`src/rtl/control_unit_if.sv`:
```
// Strobe/status bundle between the RISC-SPM control sequencer and its datapath.
// The controller side takes the master modport; the datapath (or a bench) takes slave.
interface control_unit_if #(
   parameter int WS = 8
);
   logic [WS-1:0] instruction;
   logic          zero;
   logic          load_r0;
   logic          load_r1;
   logic          load_r2;
   logic          load_r3;
   logic          load_pc;
   logic          inc_pc;
   logic [2:0]    sel_bus_1_mux;
   logic [1:0]    sel_bus_2_mux;
   logic          load_ir;
   logic          load_add_r;
   logic          load_reg_y;
   logic          load_reg_z;
   logic          write;
   logic          halted;

   modport master (
      input  instruction,
      input  zero,
      output load_r0,
      output load_r1,
      output load_r2,
      output load_r3,
      output load_pc,
      output inc_pc,
      output sel_bus_1_mux,
      output sel_bus_2_mux,
      output load_ir,
      output load_add_r,
      output load_reg_y,
      output load_reg_z,
      output write,
      output halted
   );

   modport slave (
      output instruction,
      output zero,
      input  load_r0,
      input  load_r1,
      input  load_r2,
      input  load_r3,
      input  load_pc,
      input  inc_pc,
      input  sel_bus_1_mux,
      input  sel_bus_2_mux,
      input  load_ir,
      input  load_add_r,
      input  load_reg_y,
      input  load_reg_z,
      input  write,
      input  halted
   );
endinterface

```
`src/rtl/control_unit.sv`:
```
// RISC-SPM control sequencer: fetch/decode/execute FSM driving every datapath strobe.
// Outputs are purely combinational from the state register, the IR word and the zero flag.
module control_unit #(
   parameter int ws = 8
) (
   input  logic           clk,
   input  logic           rst,
   control_unit_if.master bus
);
   typedef enum logic [3:0] {
      S_IDLE = 4'd0,
      S_FET1 = 4'd1,
      S_FET2 = 4'd2,
      S_DEC  = 4'd3,
      S_EX1  = 4'd4,
      S_RD1  = 4'd5,
      S_RD2  = 4'd6,
      S_WR1  = 4'd7,
      S_WR2  = 4'd8,
      S_BR1  = 4'd9,
      S_BR2  = 4'd10,
      S_HALT = 4'd11
   } state_t;

   localparam logic [3:0] OP_NOP = 4'd0;
   localparam logic [3:0] OP_ADD = 4'd1;
   localparam logic [3:0] OP_SUB = 4'd2;
   localparam logic [3:0] OP_AND = 4'd3;
   localparam logic [3:0] OP_NOT = 4'd4;
   localparam logic [3:0] OP_RD  = 4'd5;
   localparam logic [3:0] OP_WR  = 4'd6;
   localparam logic [3:0] OP_BR  = 4'd7;
   localparam logic [3:0] OP_BRZ = 4'd8;

   localparam logic [2:0] SEL1_PC   = 3'd4;
   localparam logic [1:0] SEL2_ALU  = 2'd0;
   localparam logic [1:0] SEL2_BUS1 = 2'd1;
   localparam logic [1:0] SEL2_MEM  = 2'd2;

   state_t state_q;
   state_t state_d;

   logic [3:0] opcode;
   logic [1:0] src;
   logic [1:0] dest;

   assign opcode = bus.instruction[ws-1 -: 4];
   assign src    = bus.instruction[ws-5 -: 2];
   assign dest   = bus.instruction[ws-7 -: 2];

   logic       load_dest;
   logic [3:0] load_r;
   logic       load_pc;
   logic       inc_pc;
   logic [2:0] sel_bus_1;
   logic [1:0] sel_bus_2;
   logic       load_ir;
   logic       load_add_r;
   logic       load_reg_y;
   logic       load_reg_z;
   logic       write;
   logic       halted;

   always_ff @(posedge clk or negedge rst) begin
      if (!rst) begin
         state_q <= S_IDLE;
      end else begin
         state_q <= state_d;
      end
   end

   always_comb begin
      state_d    = state_q;
      load_dest  = 1'b0;
      load_pc    = 1'b0;
      inc_pc     = 1'b0;
      sel_bus_1  = 3'd0;
      sel_bus_2  = 2'd0;
      load_ir    = 1'b0;
      load_add_r = 1'b0;
      load_reg_y = 1'b0;
      load_reg_z = 1'b0;
      write      = 1'b0;
      halted     = 1'b0;

      case (state_q)
         S_IDLE: state_d = S_FET1;

         S_FET1: begin
            sel_bus_1  = SEL1_PC;
            sel_bus_2  = SEL2_BUS1;
            load_add_r = 1'b1;
            state_d    = S_FET2;
         end

         S_FET2: begin
            sel_bus_2 = SEL2_MEM;
            load_ir   = 1'b1;
            inc_pc    = 1'b1;
            state_d   = S_DEC;
         end

         S_DEC: begin
            case (opcode)
               OP_NOP: state_d = S_FET1;

               OP_ADD, OP_SUB, OP_AND: begin
                  sel_bus_1  = {1'b0, src};
                  sel_bus_2  = SEL2_BUS1;
                  load_reg_y = 1'b1;
                  state_d    = S_EX1;
               end

               OP_NOT: begin
                  sel_bus_1  = {1'b0, src};
                  sel_bus_2  = SEL2_ALU;
                  load_reg_z = 1'b1;
                  load_dest  = 1'b1;
                  state_d    = S_FET1;
               end

               // Two-byte instructions: point the address register at the operand byte.
               OP_RD, OP_WR, OP_BR: begin
                  sel_bus_1  = SEL1_PC;
                  sel_bus_2  = SEL2_BUS1;
                  load_add_r = 1'b1;
                  if (opcode == OP_RD) begin
                     state_d = S_RD1;
                  end else if (opcode == OP_WR) begin
                     state_d = S_WR1;
                  end else begin
                     state_d = S_BR1;
                  end
               end

               OP_BRZ: begin
                  if (bus.zero) begin
                     sel_bus_1  = SEL1_PC;
                     sel_bus_2  = SEL2_BUS1;
                     load_add_r = 1'b1;
                     state_d    = S_BR1;
                  end else begin
                     inc_pc  = 1'b1;
                     state_d = S_FET1;
                  end
               end

               default: state_d = S_HALT;
            endcase
         end

         S_EX1: begin
            sel_bus_1  = {1'b0, dest};
            sel_bus_2  = SEL2_ALU;
            load_reg_z = 1'b1;
            load_dest  = 1'b1;
            state_d    = S_FET1;
         end

         S_RD1, S_WR1: begin
            sel_bus_2  = SEL2_MEM;
            load_add_r = 1'b1;
            inc_pc     = 1'b1;
            state_d    = (state_q == S_RD1) ? S_RD2 : S_WR2;
         end

         S_RD2: begin
            sel_bus_2 = SEL2_MEM;
            load_dest = 1'b1;
            state_d   = S_FET1;
         end

         S_WR2: begin
            sel_bus_1 = {1'b0, src};
            write     = 1'b1;
            state_d   = S_FET1;
         end

         S_BR1: begin
            sel_bus_2  = SEL2_MEM;
            load_add_r = 1'b1;
            state_d    = S_BR2;
         end

         S_BR2: begin
            sel_bus_2 = SEL2_MEM;
            load_pc   = 1'b1;
            state_d   = S_FET1;
         end

         S_HALT: begin
            halted  = 1'b1;
            state_d = S_HALT;
         end

         // Unused encodings are treated like an illegal opcode.
         default: state_d = S_HALT;
      endcase
   end

   genvar gi;
   generate
      for (gi = 0; gi < 4; gi++) begin : g_dest
         assign load_r[gi] = load_dest && (dest == 2'(gi));
      end
   endgenerate

   assign bus.load_r0       = load_r[0];
   assign bus.load_r1       = load_r[1];
   assign bus.load_r2       = load_r[2];
   assign bus.load_r3       = load_r[3];
   assign bus.load_pc       = load_pc;
   assign bus.inc_pc        = inc_pc;
   assign bus.sel_bus_1_mux = sel_bus_1;
   assign bus.sel_bus_2_mux = sel_bus_2;
   assign bus.load_ir       = load_ir;
   assign bus.load_add_r    = load_add_r;
   assign bus.load_reg_y    = load_reg_y;
   assign bus.load_reg_z    = load_reg_z;
   assign bus.write         = write;
   assign bus.halted        = halted;

   a_one_dest_load: assert property (@(posedge clk) disable iff (!rst) $onehot0(load_r));
   a_pc_exclusive:  assert property (@(posedge clk) disable iff (!rst) !(load_pc && inc_pc));
   a_write_no_load: assert property (@(posedge clk) disable iff (!rst) !(write && (|load_r)));
endmodule

```
`src/flat_wrapper.sv`:
```
// flat-port wrapper written by rule: the top's interface ports become plain ports
module control_unit_flat 
#(
   parameter int ws = 8
)
  (clk, rst, bus_instruction, bus_zero, bus_load_r0, bus_load_r1, bus_load_r2, bus_load_r3, bus_load_pc, bus_inc_pc, bus_sel_bus_1_mux, bus_sel_bus_2_mux, bus_load_ir, bus_load_add_r, bus_load_reg_y, bus_load_reg_z, bus_write, bus_halted);
  control_unit_if #(.WS(8)) bus_i ();
  input  logic clk;
  input  logic rst;
  input wire logic [$bits(bus_i.instruction)-1:0] bus_instruction;
  input wire logic [$bits(bus_i.zero)-1:0] bus_zero;
  output wire logic [$bits(bus_i.load_r0)-1:0] bus_load_r0;
  output wire logic [$bits(bus_i.load_r1)-1:0] bus_load_r1;
  output wire logic [$bits(bus_i.load_r2)-1:0] bus_load_r2;
  output wire logic [$bits(bus_i.load_r3)-1:0] bus_load_r3;
  output wire logic [$bits(bus_i.load_pc)-1:0] bus_load_pc;
  output wire logic [$bits(bus_i.inc_pc)-1:0] bus_inc_pc;
  output wire logic [$bits(bus_i.sel_bus_1_mux)-1:0] bus_sel_bus_1_mux;
  output wire logic [$bits(bus_i.sel_bus_2_mux)-1:0] bus_sel_bus_2_mux;
  output wire logic [$bits(bus_i.load_ir)-1:0] bus_load_ir;
  output wire logic [$bits(bus_i.load_add_r)-1:0] bus_load_add_r;
  output wire logic [$bits(bus_i.load_reg_y)-1:0] bus_load_reg_y;
  output wire logic [$bits(bus_i.load_reg_z)-1:0] bus_load_reg_z;
  output wire logic [$bits(bus_i.write)-1:0] bus_write;
  output wire logic [$bits(bus_i.halted)-1:0] bus_halted;
  assign bus_i.instruction = bus_instruction;
  assign bus_i.zero = bus_zero;
  assign bus_load_r0 = bus_i.load_r0;
  assign bus_load_r1 = bus_i.load_r1;
  assign bus_load_r2 = bus_i.load_r2;
  assign bus_load_r3 = bus_i.load_r3;
  assign bus_load_pc = bus_i.load_pc;
  assign bus_inc_pc = bus_i.inc_pc;
  assign bus_sel_bus_1_mux = bus_i.sel_bus_1_mux;
  assign bus_sel_bus_2_mux = bus_i.sel_bus_2_mux;
  assign bus_load_ir = bus_i.load_ir;
  assign bus_load_add_r = bus_i.load_add_r;
  assign bus_load_reg_y = bus_i.load_reg_y;
  assign bus_load_reg_z = bus_i.load_reg_z;
  assign bus_write = bus_i.write;
  assign bus_halted = bus_i.halted;
  control_unit #(.ws(ws)) u_core (.clk(clk), .rst(rst), .bus(bus_i));
endmodule
```
`config.mk`:
```
export PLATFORM = sky130hd
export DESIGN_NAME = control_unit_flat
export DESIGN_NICKNAME = d
export VERILOG_FILES = /design/src/rtl/control_unit_if.sv /design/src/rtl/control_unit.sv /design/src/flat_wrapper.sv
export SDC_FILE = /design/constraint.sdc
export NUM_CORES = 1
export LEC_CHECK = 0
export CAP_MARGIN = 20
export CORE_MARGIN = 4
export CORE_UTILIZATION = 39
export DETAILED_ROUTE_END_ITERATION = 12
export GPL_TIMING_DRIVEN = 0
export PLACE_DENSITY = 0.8
export REMOVE_ABC_BUFFERS = 1
export SLEW_MARGIN = 40
export SYNTH_ARGS = -nofsm -noshare
export SYNTH_HDL_FRONTEND = slang
export SYNTH_SLANG_ARGS = --single-unit
```
`constraint.sdc`:
```
create_clock -name clk -period 1.5 [get_ports clk]
set_input_delay 0.15 -clock clk [delete_from_list [all_inputs] [get_ports clk]]
set_output_delay 0.15 -clock clk [all_outputs]
set_load 0.02 [all_outputs]
```
Word-level counts from Yosys, hierarchy flattened
Cells that the tools add are included.
W data, S select, Z words.
{"block": "classes", "n_eq_ne": 22, "muxes": 27, "n_reduce_logical": 18}
{"op": "$eq A4 B3 Y1 const B", "n": 8}
{"op": "$pmux W4 S6", "n": 1}
{"op": "$eq A4 B4 Y1 const B", "n": 5}
{"op": "$eq A4 B2 Y1 const B", "n": 4}
{"op": "$mux W4", "n": 4}
{"op": "$pmux W4 S4", "n": 1}
{"op": "$pmux W3 S4", "n": 1}
{"op": "$reduce_or A6 Y1", "n": 2}
{"op": "$mux W1", "n": 11}
{"op": "$pmux W1 S2", "n": 5}
{"op": "$pmux W3 S3", "n": 1}
{"op": "$reduce_or A3 Y1", "n": 3}
{"op": "$eq A4 B1 Y1 const B", "n": 2}
{"op": "$logic_not A4 Y1", "n": 2}
{"op": "$reduce_or A4 Y1", "n": 2}
{"op": "$pmux W2 S3", "n": 1}
{"op": "$reduce_or A2 Y1", "n": 3}
{"op": "$reduce_or A5 Y1", "n": 1}
{"op": "$eq A2 B2 Y1 const B", "n": 2}
{"op": "$logic_and A1 B1 Y1", "n": 4}
{"op": "$pmux W2 S2", "n": 1}
{"op": "$mux W3", "n": 1}
{"op": "$eq A2 B1 Y1 const B", "n": 1}
{"op": "$logic_not A2 Y1", "n": 1}
{"block": "totals", "regBits": 4, "input_bits": 11, "out_inout_bits": 17, "elab_cells": 68}

Logic depth before layout (Yosys ltp)
{"block": "depth", "word_depth": 5, "ltp_mapped": 4, "mapped_depth_nobuf": 3}

Least setup slack after synthesis
Ideal clock, no wire load.
{"block": "synth_timing", "path_kind": "reg-to-output", "from": "reg u_core.state_q[2]", "to": "out bus_load_r1", "arrival_time_ps": 1583, "required_ps": 1350, "slack_ps": -233, "path_stages_with_launch": 4, "path_buffers": 0, "cell_sequence": "dfrtp_1 nor4b_4 a21oi_2 nor4b_1"}
{"block": "synth_via", "elab_chain_len": 4, "elab_cells_between_ends": 6, "classes_between": "3 x eq/ne; 1 x mux; 2 x reduce/logical"}
{"item": "start, declared", "line": "control_unit.sv:40", "text": "state_t state_q;"}
{"item": "start signal, assigned", "line": "control_unit.sv:68", "text": "state_q <= state_d;"}
{"item": "$eq A4 B3 Y1", "line": "control_unit.sv:86", "text": "case (state_q)"}
{"item": "$reduce_or A2 Y1 (no line)"}
{"item": "$pmux W1 S2 *", "line": "control_unit.sv:86"}
{"item": "$logic_and A1 B1 Y1 *", "line": "control_unit.sv:204", "text": "assign load_r[gi] = load_dest && (dest == 2'(gi));"}
{"item": "end, declared", "line": "flat_wrapper.sv:13", "text": "output wire logic [$bits(bus_i.load_r1)-1:0] bus_load_r1;"}
Every way passes the cells marked *; elsewhere a longest branch is shown, timed or not.

Worst setup path after layout
{"block": "layout_timing", "from": "reg u_core.state_q[2]", "to": "out bus_sel_bus_1_mux[1]"}
{"block": "layout_via", "elab_chain_len": 2, "elab_cells_between_ends": 5, "classes_between": "4 x eq/ne; 1 x mux"}
{"item": "$eq A4 B4 Y1 (tied with other cells)", "line": "control_unit.sv:86"}
{"item": "$pmux W3 S4 *", "line": "control_unit.sv:86"}
{"item": "end, declared", "line": "flat_wrapper.sv:18", "text": "output wire logic [$bits(bus_i.sel_bus_1_mux)-1:0] bus_sel_bus_1_mux;"}
Marks and branches as above.

==> flow_summary.ini <==
[status]
outcome = finished, violations left
violations = negative setup slack

[critical_path]
cpPeakStageDelay_ps = 470
cp-start-kind = flop
cp_slowest_cell = dfrtp_2
path_max_fanout = 7
cp_common_cell = buf_4
cp.arrival_ps = 1540
crit_buf_inv = 3
crit_chain = buf_4 > nor2_4 > buf_6 > nand3_1 > o22ai_1 > buf_4
end_kind = output pin
required_ps = 1350
crit_type = reg2out
cpLargestDelayFamily = buffers and inverters

[global_routing]
grt_pass1_wl_um = 2970
gr-total-overflow = 0
grt_max_degree = 12
grt_pass1_vias = 657
grt_use_total = 0.191
antenna_found_initial = 0

[pwr]
power_frac_comb = 0.259
p_per_area_nw_per_um2 = 320
p_leak_nw = 0.464
peakVddDrop_uv = 317
p_switching_w = 0.0000888
p_seq_frac = 0.331
clkPwrFrac = 0.410
switching_share = 0.271
internal_power_w = 0.000239

[clock_tree]
cts_sinks = 4
hold_buffers = 0
clkTransAtPathRegs_ps = 40
clockBufferDepth = 2
clk-insertion-delay-late_ps = 240
cts_buffers = 3
htreeDepth = 1
cts_tree = built
root_buffer = clkbuf_4

[synthesis]
netlist_instances = 81
synth_top_cell_area_share = 0.174
synth-main-ff-cell = dfrtp_1
synth.largest_area_cell = dfrtp_1
syn_area_per_cell_um2 = 7.09
synth_compound_area_frac = 0.272
synth_top_family_by_area = simple AND/OR/NAND/NOR gates
synth-simple-area-share = 0.458
synth_seq_cells = 4
ys_warn_count = 0
netlist_area_um2 = 574
ys_seq_area_frac = 0.174
muxShareOfSynthArea = 0
synth_adder_area_share = 0
async_reset_ff_frac = 1.00
synth_cell_types = 29
synth_xor_xnor_area_share = 0
synthTopCellsByArea = dfrtp_1, nand3_1, a31oi_1
synth_edf_count = 0

[floorplanning]
dieArea_um2 = 2150
die_w_um = 46.4
start_util = 0.425
chipHeight_um = 46.4
core.rowCount = 13
ios = 28
coreArea_um2 = 1350

[sta]
worstMarginPinSlew_ps = 428
relSlewSlack = 0.715
report.final.slew_viol_count = 0
fin_crit_ps = 1690
skew_ps = 1.71
fin_crit_sh = 1.13
fmax_ghz = 0.591
finalSetupTns_ps = -1760
rsz0062_at_grt = true
setup_viol = 14
finalHoldViolCount = 0
worst_slack_ps = -192

[layout]
regMostFlops = u_core.state_q
fin_nets = 132
n_antenna_cell = 0
nFillCells = 112
reg_top3 = u_core.state_q (4)
area_growth_pct = 78.6
layout-drive-gt1-share = 0.521
final_area_um2 = 1030
final_util = 0.760
largest_register_ffs = 4

[drt]
wl_um = 2180
viasPerCell = 5.93
drc_errors = 0
drt_iter0_markers = 22
vias = 795
wl_per_cell_um = 16.3
ant_nets = 0
drtPass1Iterations = 4

[run]
drv_cap = 0

[hold_path]
hold_path.class = in2async

[placement]
io_buffers = 27
gp_congestion = 0.823
postPlaceCellArea_um2 = 820
hpwl_um = 1210
==> synthesized netlist by cell type (all sizes together) (2+ instances only) <==
library cell,number
and2b,3
inv,3
nand2b,3
and3b,2
nor2b,3
nor4b,4
dfrtp,4
nand2,8
nand3,7
o22ai,3
o21ai,5
nor4,3
nor3,5
buf,6
a22oi,3
nor2,5
a31oi,5
==> area by class of cell <==
class / count / area (µm²) / share of cell area
inverter: 3 / 11.3 / 0.0110
timing repair buffer: 42 / 338 / 0.329
sequential: 4 / 105 / 0.102
clock buffer: 3 / 22.5 / 0.0220
tap: 15 / 18.8 / 0.0183
multi-input combinational: 67 / 531 / 0.517
==> worst paths after layout <==
kind                                                    end  slack, ps  cells after the start                         from
worst max-delay path                   bus_sel_bus_1_mux[1]       -190                      6  u_core.state_q[2]$_DFF_PN0_
worst min-delay path            u_core.state_q[1]$_DFF_PN0_        110                      1                          rst
worst max register to register  u_core.state_q[1]$_DFF_PN0_        150                      5  u_core.state_q[2]$_DFF_PN0_
worst min register to register  u_core.state_q[0]$_DFF_PN0_        670                      2  u_core.state_q[0]$_DFF_PN0_
max in group asynchronous       u_core.state_q[0]$_DFF_PN0_       1200                      1                          rst
min in group clk                u_core.state_q[1]$_DFF_PN0_        540                      3           bus_instruction[7]
==> power by group through the flow <==
stage / Sequential (W) / Clock (W) / Combinational [W]
3_3_place_gp: 0.000110 / 0 / 0.0000756
6_report: 0.000108 / 0.000134 / 0.0000849
3_5_place_dp: 0.000110 / 0 / 0.0000767
4_1_cts: 0.000108 / 0.000140 / 0.0000743
2_1_floorplan: 0.000110 / 0 / 0.0000286
5_1_grt: 0.000108 / 0.000155 / 0.0000928
==> routing by layer <==
metal	track usage	routed length [µm]	vias up
li1	-	-	384
met1	0.265	914	376
met2	0.305	1120	35
met3	0.0352	152	0
met4	0.0341	0	0
met5	0	0	-
==> stage by stage <==
step                setup slack [ps]  std cells  hold WS [ps]  total power, W
global placement                -779        116           359        0.000186
floorplan                       -322         74          -146        0.000139
global route                    -272        134           123        0.000355
detailed placement              -791        116           362        0.000187
finish                          -192        134           115        0.000328
CTS                             -180        131           109        0.000322
==> cells by family (layout without fill, tap and decap cells) <==
family / after synthesis / count (layout)
buffers and inverters: 10 / 48
and+or+nand+nor: 44 / 44
AOI/OAI and AO/OA: 23 / 23
DFF: 4 / 4
==> placed cells by master, fill, tap and decap left out, types with 2 or more instances in the layout <==
master,netlist,routed
o22ai_1,3,2
nand2_1,8,7
buf_2,5,3
inv_1,3,3
dlygate4sd2_1,0,4
and2b_2,1,2
nand2b_1,3,2
nor3_2,0,2
clkbuf_2,0,2
nand3_1,7,7
buf_6,1,4
nor3_1,5,2
a31oi_1,5,4
a22oi_2,0,2
nor4_1,3,2
nor4b_4,1,2
clkdlybuf4s50_1,0,6
clkbuf_4,1,3
o21ai_0,5,4
nor2_1,5,4
dfrtp_2,0,4
buf_4,0,23
==> what timing repair did <==
| item | 4_1_cts | 5_1_grt |
|---|---|---|
| endpoints found under the setup margin | 17 | 17 |
| gates resized for setup | 96 | 29 |
| pin swaps | 4 | 2 |
| buffers inserted | 12 | 3 |
Note: power is estimated with default switching activity, not from simulation.
